[src/rtl/frequency_measurement_sequencer.sv]
// Sequencer for the three-pixel frequency analyzer: clear, timed measurement window,
// then acknowledged readout of each action-time result into the AXI register file.
module frequency_measurement_sequencer #(
  parameter int WINDOW_CYCLES  = 1000000,
  parameter int CLEAR_CYCLES   = 4,
  parameter int RESULTS_NUMBER = 6,
  parameter int REGISTER_BASE  = 1,
  parameter int ACK_TIMEOUT    = 255
) (
  input  logic        clock,
  input  logic        reset,
  input  logic        cmd_start,
  input  logic        cmd_continuous,
  input  logic        cmd_abort,
  output logic        busy,
  output logic        analyzer_clear_n,
  output logic        analyzer_start,
  output logic        analyzer_stop,
  output logic [2:0]  result_index,
  input  logic [31:0] result_value,
  output logic [1:0]  register_operation,
  output logic [7:0]  register_number,
  output logic [31:0] register_write,
  input  logic        register_ack,
  output logic        irq,
  output logic        ack_error,
  output logic [15:0] measurement_count
);

  localparam int WIN_W = (WINDOW_CYCLES > 1) ? $clog2(WINDOW_CYCLES) : 1;
  localparam int CLR_W = (CLEAR_CYCLES > 1) ? $clog2(CLEAR_CYCLES) : 1;
  localparam int TO_W  = (ACK_TIMEOUT > 1) ? $clog2(ACK_TIMEOUT) : 1;

  localparam logic [WIN_W-1:0] WIN_LAST   = WIN_W'(WINDOW_CYCLES - 1);
  localparam logic [CLR_W-1:0] CLEAR_LAST = CLR_W'(CLEAR_CYCLES - 1);
  localparam logic [TO_W-1:0]  TO_LAST    = TO_W'(ACK_TIMEOUT - 1);
  localparam logic [2:0]       IDX_LAST   = 3'(RESULTS_NUMBER - 1);
  localparam logic [7:0]       REG_BASE   = 8'(REGISTER_BASE);
  localparam logic [1:0]       OP_NONE    = 2'd0;
  localparam logic [1:0]       OP_WRITE   = 2'd2;

  typedef enum logic [2:0] {
    S_IDLE,
    S_CLEAR,
    S_ARM,
    S_MEASURE,
    S_STOP,
    S_SELECT,
    S_WRITE,
    S_DONE
  } state_t;

  state_t            state_reg;
  logic [CLR_W-1:0]  clear_cnt_reg;
  logic [WIN_W-1:0]  window_cnt_reg;
  logic [TO_W-1:0]   timeout_cnt_reg;
  logic [2:0]        idx_reg;

  always_ff @(posedge clock) begin
    if (reset) begin
      state_reg          <= S_IDLE;
      clear_cnt_reg      <= '0;
      window_cnt_reg     <= '0;
      timeout_cnt_reg    <= '0;
      idx_reg            <= '0;
      busy               <= 1'b0;
      analyzer_clear_n   <= 1'b1;
      analyzer_start     <= 1'b0;
      analyzer_stop      <= 1'b0;
      result_index       <= '0;
      register_operation <= OP_NONE;
      register_number    <= '0;
      register_write     <= '0;
      irq                <= 1'b0;
      ack_error          <= 1'b0;
      measurement_count  <= '0;
    end else begin
      analyzer_start <= 1'b0;
      analyzer_stop  <= 1'b0;
      irq            <= 1'b0;

      // Abort outranks everything, including an acknowledge arriving on the same edge.
      if (cmd_abort && (state_reg != S_IDLE)) begin
        state_reg          <= S_IDLE;
        busy               <= 1'b0;
        analyzer_clear_n   <= 1'b1;
        analyzer_stop      <= 1'b1;
        register_operation <= OP_NONE;
      end else begin
        case (state_reg)
          S_IDLE: begin
            if (cmd_start) begin
              state_reg     <= S_CLEAR;
              busy          <= 1'b1;
              ack_error     <= 1'b0;
              clear_cnt_reg <= '0;
            end
          end

          S_CLEAR: begin
            analyzer_clear_n <= 1'b0;
            if (clear_cnt_reg == CLEAR_LAST) begin
              state_reg <= S_ARM;
            end else begin
              clear_cnt_reg <= clear_cnt_reg + CLR_W'(1);
            end
          end

          S_ARM: begin
            analyzer_clear_n <= 1'b1;
            analyzer_start   <= 1'b1;
            window_cnt_reg   <= '0;
            state_reg        <= S_MEASURE;
          end

          S_MEASURE: begin
            if (window_cnt_reg == WIN_LAST) begin
              state_reg <= S_STOP;
            end else begin
              window_cnt_reg <= window_cnt_reg + WIN_W'(1);
            end
          end

          S_STOP: begin
            analyzer_stop <= 1'b1;
            idx_reg       <= '0;
            result_index  <= '0;
            state_reg     <= S_SELECT;
          end

          // result_index has been stable for a full cycle, so result_value has settled.
          S_SELECT: begin
            register_operation <= OP_WRITE;
            register_number    <= REG_BASE + {5'd0, idx_reg};
            register_write     <= result_value;
            timeout_cnt_reg    <= '0;
            state_reg          <= S_WRITE;
          end

          S_WRITE: begin
            if (register_ack || (timeout_cnt_reg == TO_LAST)) begin
              register_operation <= OP_NONE;
              if (!register_ack) begin
                ack_error <= 1'b1;
              end
              if (idx_reg == IDX_LAST) begin
                state_reg <= S_DONE;
              end else begin
                idx_reg      <= idx_reg + 3'd1;
                result_index <= idx_reg + 3'd1;
                state_reg    <= S_SELECT;
              end
            end else begin
              timeout_cnt_reg <= timeout_cnt_reg + TO_W'(1);
            end
          end

          S_DONE: begin
            irq               <= 1'b1;
            measurement_count <= measurement_count + 16'd1;
            if (cmd_continuous) begin
              state_reg     <= S_CLEAR;
              ack_error     <= 1'b0;
              clear_cnt_reg <= '0;
            end else begin
              state_reg <= S_IDLE;
              busy      <= 1'b0;
            end
          end

          default: begin
            state_reg <= S_IDLE;
            busy      <= 1'b0;
          end
        endcase
      end
    end
  end

endmodule

[config.mk]
export PLATFORM = sky130hd
export DESIGN_NAME = frequency_measurement_sequencer
export DESIGN_NICKNAME = d
export VERILOG_FILES = /design/src/rtl/frequency_measurement_sequencer.sv
export SDC_FILE = /design/constraint.sdc
export NUM_CORES = 1
export LEC_CHECK = 0
export ABC_AREA = 1
export CAP_MARGIN = 20
export CORE_MARGIN = 3
export CORE_UTILIZATION = 51
export DETAILED_ROUTE_END_ITERATION = 8
export PLACE_DENSITY = 0.81
export SETUP_SLACK_MARGIN = 0.05
export SYNTH_ARGS = -nofsm -noshare
export SYNTH_HDL_FRONTEND = slang
export SYNTH_SLANG_ARGS = --single-unit
[constraint.sdc]
create_clock -name clock -period 1.7 [get_ports clock]
set_input_delay 0.34 -clock clock [delete_from_list [all_inputs] [get_ports clock]]
set_output_delay 0.34 -clock clock [all_outputs]
set_load 0.1 [all_outputs]
==> results_dict.tcl <==
set metrics [dict create \
    run_status "completed" \
    ctsHoldBuffers 0 \
    htree_levels 3 \
    crit_arrival_ps 1850 \
    period_share_pct 93.1 \
    core_um2 8890 \
    drv_slew 0 \
    grt_max_degree 65 \
    ios 105 \
    yosysUniqueCellTypes 32 \
    die_area_um2 10500 \
    clock_path_buffers 2 \
    antenna_found_initial 0 \
    hpwl_mm 10.1 \
    rsz0062_at_grt "true" \
    avgSynthCellArea_um2 6.68 \
    syn_to_final_growth_pct 45.3 \
    grt-ovfl-total 0 \
    startpoint_type "register" \
    reg2reg_to "window_cnt_reg[18]" \
    rrSetupSlack_ps 120 \
    clock.fmax_ghz 0.632 \
    fin_nets 875 \
    p_leak_nw 2.87 \
    grt_pass1_vias 5029 \
    max_cap_violations 0 \
    peakVddDrop_mv 0.663 \
    clk_pin_slew_ps 90 \
    synth-seq-cells 95 \
    rr_worst_depth 10 \
    skew_ps 11.2 \
    initial_utilization_pct 53.3 \
    first_iter_violations 235 \
    drt-wirelength-per-cell_um 14.7 \
    power_density_nw_per_um2 900 \
    tns_ps 0 \
    crit_path_end_kind "register" \
    first_pass_iters 5 \
    hold_violations 0 \
    cts_root_buffer "clkbuf_8" \
    largest_reg_flops 32 \
    cts_buffers 9 \
    crit_fanout 5 \
    path_class "reg2reg" \
    fill_cells 601 \
    clk_latency_ps 360 \
    regToRegStartpoint "window_cnt_reg[5]" \
    layout_min_cycle_time_ps 1580 \
    grt_usage_pct 26.8 \
    holdWs_ps 484 \
    crit_start "window_cnt_reg[5]" \
    syn_inst 710 \
    drcViolationCount 0 \
    syn_area_um2 4740 \
    cp.required_ps 1970 \
    yosysSeqAreaShare_pct 40.1 \
    place_congestion 0.892 \
    grt_pass1_wl_mm 22.7 \
    die_y_um 102 \
    place_ws_ps -241 \
    num_antenna_cells 0 \
    drive_gt1_share_pct 21.0 \
    final_antenna_net_count 0 \
    cts_tree "built" \
    setup_viol 0 \
    port_buffers 99 \
    crit_end "window_cnt_reg[18]" \
    setup_ws_ps 118 \
    viasPerCell 5.36 \
    routed_wirelength_mm 13.9 \
    ys.warnings.count 0 \
    die_x_um 102 \
    hp-class "reg2reg" \
    clkSinkCount 95 \
    rows 34 \
    vias 5058 \
]
## stage by stage
stage / instance area, um2 / utilization (%) / power (W) / instances
floorplan: 4790 / - / 0.00403 / 714
global placement: 6600 / 74.2 / 0.00471 / 923
detailed placement: 6600 / 74.2 / 0.00477 / 923
CTS: 6780 / 76.2 / 0.00617 / 939
global route: 6890 / 77.5 / 0.00653 / 943
finish: 6890 / 77.5 / 0.00620 / 943
## worst min-delay path by stage
stage,from,end,slack [ps],cells past startpoint
6_report,measurement_count[0],measurement_count[0],480,1
5_1_grt,measurement_count[0],measurement_count[0],500,1
4_1_cts,clear_cnt_reg[1],clear_cnt_reg[1],490,2
3_5_place_dp,measurement_count[0],measurement_count[0],470,1
3_3_place_gp,clear_cnt_reg[1],clear_cnt_reg[1],460,2
2_1_floorplan,timeout_cnt_reg[5],timeout_cnt_reg[5],450,2
## routing by layer
metal  up-vias  global-route usage [%]  share of wire [%]
met2       223                    45.6                 49
met3        33                    11.4                 10
met5         -                       0                  0
li1       2490                       -                  -
met4         0                    8.58                2.1
met1      2312                    30.3                 38
## cells in the mapped netlist
cell type       count  share of area, %
nor3b_1             1              0.16
nand2_1           133                11
inv_1              79               6.3
dlymetal6s2s_1      1              0.26
buf_6               5               1.2
clkbuf_1            8              0.63
buf_4               7               1.1
ha_1                7               1.8
conb_1              1             0.079
clkbuf_8            2              0.58
xor2_1              5              0.92
a31o_2              1              0.18
nor2_4              3              0.71
buf_1               1             0.079
o21ai_0            60               6.3
nand3_2             2              0.42
dfxtp_1            95                40
or2_2               2              0.26
nor3_1              8              0.84
buf_2               1              0.11
inv_2               1             0.079
xnor2_1             2              0.37
nor2_2              6              0.79
o21bai_1            2              0.32
nor2_1            161                13
nand2_2             5              0.66
clkbuf_2            3              0.32
a21oi_1            40               4.2
o211ai_1            1              0.16
nand4_1            19               2.5
o21a_1              3              0.47
nand3_1            45               4.7
## cell families (layout without fill, tap and decap cells)
kind of cell	Yosys count	after routing	synth area share, %
other cells	1	5	0.0791
xor+xnor	7	7	1.29
flops	95	95	40.1
fa+ha+maj	7	7	1.85
compound gates	107	107	11.7
simple gates	385	385	34.4
buf+inv	108	229	10.6
## power by group
| group | switching (W) | internal [W] |
|---|---|---|
| Sequential | 0.000176 | 0.00238 |
| Clock | 0.000815 | 0.000583 |
| Combinational | 0.00144 | 0.000809 |
## placed cells by master, fill, tap and decap left out, types with 5 or more instances in the layout
cell,instances
nand4_1,19
dfxtp_2,20
nor3_1,5
o21ai_0,57
conb_1,5
ha_1,7
nand3_1,43
clkbuf_8,10
dfxtp_1,70
nand2_2,7
buf_4,30
nor2_2,15
a21oi_1,40
buf_12,65
inv_1,77
nor2_1,151
dfxtp_4,5
xor2_1,5
clkdlybuf4s50_1,37
nand2_1,130
## critical path, cell delays in order, from the launching register on
cell and delay [ps]:
dfxtp_1 410, nand2_1 100, buf_4 150, nor2_1 190, nand2_2 130, nor2_2 130
nand3_1 90, nand3_1 90, nand3_1 80, nand2_1 80, nor2_1 40
## what timing repair did
action	4_1_cts	5_1_grt
resized for setup	2	32
setup endpoints to repair	2	71
pin swaps	0	4
buffers inserted	0	4
gates cloned	0	0
## layout make-up
type                    instances  area (um2)  share of cell area, %
well taps                     108         135                   1.96
repair buffers                133        1910                   27.7
inverters                      80         304                   4.41
clock buffers                  12         145                   2.11
flip-flops and latches         95        1950                   28.2
multi-input cells             511        2420                   35.1
clock inverters                 4        31.3                  0.454
(Power assumes the default switching activity.)
